`src/rtl/uart_arb_pkg.sv`:
```
// uart_arb_pkg: shared types and helpers for the UART word arbiter
package uart_arb_pkg;
  typedef enum logic [1:0] {IDLE, LAUNCH, WAIT, GAP} state_t;
  localparam int DATA_W_DEF = 48;
  function automatic int id_w(input int n);
    return (n > 1) ? $clog2(n) : 1;
  endfunction
endpackage

```
`src/rtl/rr_pick.sv`:
```
// rr_pick: round-robin selector, first valid requester after rr_ptr with wrap-around
module rr_pick #(
  parameter int N = 3,
  parameter int ID_W = 2
) (
  input  logic [N-1:0]    req,
  input  logic [ID_W-1:0] rr_ptr,
  output logic            any_valid,
  output logic [ID_W-1:0] winner,
  output logic [N-1:0]    grant
);
  localparam int SW = ID_W + 1;
  logic [SW-1:0] start, sum;
  logic [N-1:0] rot;
  assign any_valid = |req;
  assign start = {1'b0, rr_ptr} + SW'(1);
  assign rot = N'({req, req} >> start);
  // lowest set bit of the rotated request vector wins; map it back to an absolute index
  always_comb begin
    sum = '0;
    for (int j = N - 1; j >= 0; j--)
      if (rot[j]) sum = start + SW'(j);
    winner = ID_W'(sum >= SW'(N) ? sum - SW'(N) : sum);
  end
  assign grant = any_valid ? N'(1) << winner : '0;
endmodule

```
`src/rtl/uart_word_arbiter.sv`:
```
// uart_word_arbiter: round-robin sharing of one UART word transmitter among NUM_REQ producers
module uart_word_arbiter
  import uart_arb_pkg::*;
#(
  parameter int NUM_REQ = 3,
  parameter int DATA_W = DATA_W_DEF,
  parameter int GAP_CYC = 0,
  parameter int TIMEOUT_CYC = 0
) (
  input  logic                        clk,
  input  logic                        rst_n,
  input  logic [NUM_REQ-1:0]          req_valid,
  input  logic [NUM_REQ*DATA_W-1:0]   req_data,
  output logic [NUM_REQ-1:0]          req_ready,
  output logic                        uart_start,
  output logic [DATA_W-1:0]           uart_data,
  input  logic                        trans_done,
  output logic                        busy,
  output logic [id_w(NUM_REQ)-1:0]    grant_id,
  output logic                        word_done,
  output logic                        err_timeout
);
  localparam int ID_W = id_w(NUM_REQ);
  localparam int GW = GAP_CYC > 1 ? $clog2(GAP_CYC) : 1;
  localparam int WW = TIMEOUT_CYC > 1 ? $clog2(TIMEOUT_CYC) : 1;
  state_t state;
  logic [ID_W-1:0] rr_ptr, winner;
  logic [NUM_REQ-1:0] grant;
  logic any_valid, expire;
  logic [GW-1:0] gap_cnt;
  logic [WW-1:0] wd_cnt;
  logic [DATA_W-1:0] words [NUM_REQ];
  for (genvar g = 0; g < NUM_REQ; g++) begin : g_word
    assign words[g] = req_data[g*DATA_W +: DATA_W];
  end
  rr_pick #(.N(NUM_REQ), .ID_W(ID_W)) u_pick (
    .req(req_valid),
    .rr_ptr(rr_ptr),
    .any_valid(any_valid),
    .winner(winner),
    .grant(grant)
  );
  assign req_ready = (state == IDLE) ? grant : '0;
  assign expire = (TIMEOUT_CYC > 0) && (wd_cnt == WW'(TIMEOUT_CYC - 1));
  // grant, launch, wait for completion or watchdog, then optional idle gap
  always_ff @(posedge clk or negedge rst_n)
    if (!rst_n) begin
      state <= IDLE;
      rr_ptr <= ID_W'(NUM_REQ - 1);
      uart_data <= '0;
      grant_id <= '0;
      uart_start <= 1'b0;
      busy <= 1'b0;
      word_done <= 1'b0;
      err_timeout <= 1'b0;
      gap_cnt <= '0;
      wd_cnt <= '0;
    end else begin
      uart_start <= 1'b0;
      word_done <= 1'b0;
      err_timeout <= 1'b0;
      case (state)
        IDLE: if (any_valid) begin
          state <= LAUNCH;
          uart_data <= words[winner];
          grant_id <= winner;
          rr_ptr <= winner;
          uart_start <= 1'b1;
          busy <= 1'b1;
        end
        LAUNCH: begin
          state <= WAIT;
          wd_cnt <= '0;
        end
        WAIT: begin
          wd_cnt <= wd_cnt + WW'(1);
          if (trans_done || expire) begin
            word_done <= trans_done;
            err_timeout <= !trans_done;
            state <= (GAP_CYC > 0) ? GAP : IDLE;
            busy <= GAP_CYC > 0;
            gap_cnt <= '0;
          end
        end
        GAP: begin
          gap_cnt <= gap_cnt + GW'(1);
          if (gap_cnt == GW'(GAP_CYC - 1)) begin
            state <= IDLE;
            busy <= 1'b0;
          end
        end
      endcase
    end
endmodule

```
`config.mk`:
```
export PLATFORM = sky130hd
export DESIGN_NAME = uart_word_arbiter
export DESIGN_NICKNAME = d
export VERILOG_FILES = /design/src/rtl/uart_arb_pkg.sv /design/src/rtl/rr_pick.sv /design/src/rtl/uart_word_arbiter.sv
export SDC_FILE = /design/constraint.sdc
export NUM_CORES = 1
export LEC_CHECK = 0
export BUFFER_PORTS_ARGS = -buffer_cell sky130_fd_sc_hd__buf_2
export CAP_MARGIN = 20
export CORE_MARGIN = 2
export CORE_UTILIZATION = 40
export DETAILED_ROUTE_END_ITERATION = 16
export HOLD_SLACK_MARGIN = 0.05
export PLACE_DENSITY = 0.74
export SLEW_MARGIN = 10
export SYNTH_ARGS = -nofsm -noshare
export SYNTH_HDL_FRONTEND = slang
export SYNTH_SLANG_ARGS = --single-unit
```
`constraint.sdc`:
```
create_clock -name clk -period 4.15 [get_ports clk]
set_clock_uncertainty 0.15 [all_clocks]
set_input_delay 1.245 -clock clk [delete_from_list [all_inputs] [get_ports clk]]
set_output_delay 1.245 -clock clk [all_outputs]
set_load 0.01 [all_outputs]
```
# Word-level counts from Yosys, hierarchy flattened
# Cells that the tools add are included.
# word_totals
memories,0
latch_bits,0
wordCells,58
mem_bits_ro,0
in_bits,150
regBits,59
output_inout_bits,57
mem_bits_rw,0
# op_classes
add_sub_neg,5
n_reduce_logical,9
div,0
mux,24
bitwise_logic,1
n_lt_le_gt_ge,2
n_mul,0
shift,2
n_eq_ne,6
# op_table
cell,count
$bmux 48 s2,1
$mux 48,2
$mux 3,5
$mux 1,9
$mux 2,4
$pmux 2 s4,1
$shr 6x3->3,1
$eq 2x2->1 const B,2
$ne 2x2->1 const B,2
$reduce_and 2->1,2
$reduce_and 4->1,1
$add 2x1->3 const B,1
$add 3x1->3 const B,1
$add 3x2->3 const B,1
$ge 3x2->1 const B,1
$ge 3x3->1 const B,1
$not 2->3,1
$pmux 1 s3,1
$reduce_and 3->1,1
$reduce_bool 3->1,1
$reduce_or 3->1,1
$shl 1x2->3 const A,1
$eq 2x1->1 const B,1
$logic_not 2->1,1
other kinds (6),6

# Depth between registers and ports, before layout
# depth
depth_word,11
mapped_depth,12
ltp_nobuf,8

# By module
# Synthesis repeated with hierarchy kept, for this count alone.
# unflattened
hier_cells,397
area_unflattened_um2,3607.2
# by_module_without_submodules
module,seq_area_each_um2,cells_each,area_per_inst_um2,n_inst
uart_word_arbiter,1427.6,349,3224.3,1
rr_pick,0.0,48,382.9,1

# Worst setup path after synthesis
# Ideal clock, no wire load.
# synth_path
kind,input to output
start,input port req_valid[2]
end,output port req_ready[0]
path_buffers,3
cell_stages,9
required_time_ps,2755
arrival_ps,2989
path_slack_ps,-234
path_cell_list,buf_2 -> mux2i_1 -> mux2i_1 -> a221o_1 -> buf_2 -> nor3_4 -> buf_2 -> nand2_1 -> a21oi_1
# synth_via
elab_chain_cells,9
word_cells_on_any_way,11
cone_classes,add/sub: 1; order compare: 1; shift: 2; mux: 6; reduce/logical: 1
# synth_rtl
item,line,text
"start, declared",uart_word_arbiter.sv:12,"input logic [NUM_REQ-1:0] req_valid,"
$shr 6x3->3,rr_pick.sv:17,"assign rot = N'({req, req} >> start);"
$mux 3 (3 in a row),rr_pick.sv:22,if (rot[j]) sum = start + SW'(j);
$ge 3x2->1 or $sub 2x2->2 (tied branches),rr_pick.sv:23,winner = ID_W'(sum >= SW'(N) ? sum - SW'(N) : sum);
$mux 2,rr_pick.sv:23,
$shl 1x2->3,rr_pick.sv:25,assign grant = any_valid ? N'(1) << winner : '0;
$mux 3 (*),rr_pick.sv:25,
$mux 3 (*),uart_word_arbiter.sv:43,assign req_ready = (state == IDLE) ? grant : '0;
"end, declared",uart_word_arbiter.sv:14,"output logic [NUM_REQ-1:0] req_ready,"
# Every way passes the cells marked *; elsewhere a longest branch is shown, timed or not.

# Worst setup path after layout
# layout_path
start,input port req_valid[1]
end,output port req_ready[0]
# The elaborated chain is that of the path after synthesis.

==> flow_metrics.tcl <==
set metrics [dict create \
    syn2layout_area_growth_pct 35.3 \
    die-area_mm2 0.0114 \
    synth_edf_count 0 \
    die_width_um 107 \
    slowest_delay_ns 0.45 \
    async_reset_ff_share_pct 100 \
    syn_nets 609 \
    dpl.hpwl_um 10100 \
    final_cells 787 \
    rows 37 \
    fin_util_pct 55.5 \
    fin_crit_sh_pct 99.6 \
    clock-root-buffer "clkbuf_8" \
    grt_max_degree 51 \
    yosysWarnings 0 \
    layout_common_cells "buf_2 (202), o211ai_1 (69), dfrtp_1 (56)" \
    crit_path_top_delay_cell "or4b_4" \
    final-max-slew-violation-count 0 \
    power.density_mw_per_mm2 896 \
    cpMostUsedCell "a21oi_2" \
    multi_input_area_mm2 0.00237 \
    grt_pass1_wl_um 23100 \
    via_count 4787 \
    synth_top_area_share_pct 33.2 \
    drv_cap 0 \
    ant_nets 0 \
    crit_type "primary input to output pin" \
    wl_met1_um 6050 \
    avgViaCountPerCell 6.08 \
    drive_gt1_share_pct 46.1 \
    dr_wl_met2_um 7270 \
    initial_core_util_pct 41.1 \
    io_pins 207 \
    wl_per_cell_um 19.0 \
    crit_path_start_kind "primary input" \
    cp_max_fo 5 \
    synthCells 456 \
    grt_pass1_vias 4699 \
    clock_latency_ns 0.34 \
    fmax_mhz 242 \
    synth_cell_types 53 \
    cts.path.max_buffers 2 \
    yosys.area.top_type "dfrtp_1" \
    drt_pre_antenna_iters 5 \
    chipHeight_um 107 \
    drc 0 \
    synthesis.area_mm2 0.00422 \
    drt_iter0_markers 348 \
    p_leak_nw 2.74 \
    critPathRequiredTime_ns 2.75 \
    critPathBufInv 2 \
    path_clk_slew_ns 0.06 \
    tightestPinTransition_ns 0.987 \
    dp_cells 765 \
    grt_overflow_total 0 \
    setup.worst_path.end_class "output pin" \
    status "finished clean" \
    crit_family "compound AO/OA/AOI/OAI gates" \
    antenna_found_initial 0 \
    period_minus_slack_ns 4.13 \
    grt_use_total_pct 25.6 \
    ys.flop_type "dfrtp_1" \
    hold_path_class "flip-flop to flip-flop" \
    synthTopCellsByArea "dfrtp_1 (33%), o211ai_1 (12%), a32o_1 (10%)" \
    vdd_drop_max_mv 0.897 \
    setup_viol 0 \
    cts_tree "done" \
    layout.nets 799 \
    final_common_cell "buf_2" \
    diodes 0 \
    seq_area_mm2 0.00143 \
    top_layer "met4" \
    crit_chain "bufbuf_16, or4b_4, a21oi_2, o22a_2, nand2_1, a21oi_2, buf_2" \
    slew_headroom_pct 34.2 \
    drt_wl_total_um 15000 \
    arrival_ns 2.74 \
    cts_sinks 57 \
    final_hold_viol_count 0 \
    rsz0062_at_grt "true" \
    coreArea_mm2 0.0103 \
    wl_met3_um 1330 \
    io_buffers 205 \
    yosys_register_bits 57 \
    synth-seq-area-share_pct 33.8 \
    syn_area_per_cell_um2 9.25 \
    cts_buffers 9 \
    h-tree-depth 3 \
    postCtsHoldBufs 0 \
    power.total_mw 5.11 \
    fillers 954 \
    place.gp.congestion 0.951 \
]
==> cells by family (layout without fill, tap and decap cells) <==
group / after synthesis / in the layout / synth area share (%)
DFF: 57 / 57 / 33.8
other: 1 / 1 / 0.0889
and+or+nand+nor: 54 / 54 / 8.04
AOI/OAI and AO/OA: 229 / 229 / 44.5
buffers and inverters: 107 / 302 / 11.4
muxes: 5 / 5 / 1.19
adders and majority gates: 3 / 3 / 0.890
==> path summary, 6_finish.rpt <==
check	from	slack [ns]	depth (start not counted)	end
setup / recovery	req_valid[1]	0.02	7	req_ready[0]
hold / removal	grant_id[1]$_DFFE_PN0P_	0.35	1	grant_id[1]$_DFFE_PN0P_
setup reg to reg	rr_ptr[1]$_DFFE_PN1P_	0.97	9	uart_data[18]$_DFFE_PN0P_
hold reg to reg	grant_id[1]$_DFFE_PN0P_	0.35	1	grant_id[1]$_DFFE_PN0P_
max in group asynchronous	rst_n	2.16	2	uart_data[15]$_DFFE_PN0P_
min in group asynchronous	rst_n	0.82	1	uart_data[9]$_DFFE_PN0P_
==> Yosys cell counts (2+ instances only) <==
library cell / instances
a211oi_1: 2
a21oi_1: 12
a221oi_1: 11
a31o_2: 5
a31oi_1: 45
a32o_1: 43
and3_1: 10
buf_2: 26
buf_4: 6
buf_6: 2
clkbuf_1: 23
dfrtp_1: 56
ha_1: 3
inv_1: 47
mux2i_1: 5
nand2_1: 9
nand2b_1: 4
nor2_1: 13
nor3_1: 3
o2111a_1: 5
o211ai_1: 69
o211ai_2: 19
o21a_1: 2
o21ai_0: 6
or4b_1: 2
==> where the power goes <==
part,switching [mW],leakage (nW),internal [mW]
combinational,2.15,1.92,1.35
clock,0.240,0.115,0.369
sequential,0.162,0.700,0.849
==> metrics by stage <==
step / setup TNS [ns] / cell area (um2) / setup slack, ns / hold slack (ns)
after floorplan: -0.0926 / 4280 / -0.0494 / 0.339
after global placement: -0.00572 / 5350 / -0.00572 / 0.324
after detailed placement: -0.147 / 5350 / -0.0606 / 0.330
after CTS: 0 / 5680 / 0.00610 / 0.348
after global routing: -0.109 / 5710 / -0.0551 / 0.370
final: 0 / 5710 / 0.0158 / 0.347
==> layer usage <==
layer,vias up,global-route usage (%)
met5,-,0
met4,0,10.9
met3,30,4.38
met2,283,43.2
met1,2276,32.3
li1,2198,-
==> layout make-up <==
type,count,area share [%]
tap,136,2.98
timing repair buffer,237,23.3
inverter,49,3.22
sequential,57,25.0
clock inverter,5,1.36
multi-input combinational,292,41.5
clock buffer,11,2.65
==> state kept, by name, indices dropped and copies added (netlist names) <==
name	flops
word_done	1
gap_cnt	1
busy	1
uart_data	48
grant_id	2
uart_start	1
state	2
rr_ptr	1
==> repair_timing <==
action,4_1_cts,5_1_grt
endpoints found under the setup margin,3,3
setup buffers,5,0
cloned,1,0
pin swaps,6,6
resized for setup,10,7
endpoints found under the hold margin,0,0
(Power assumes the default switching activity.)
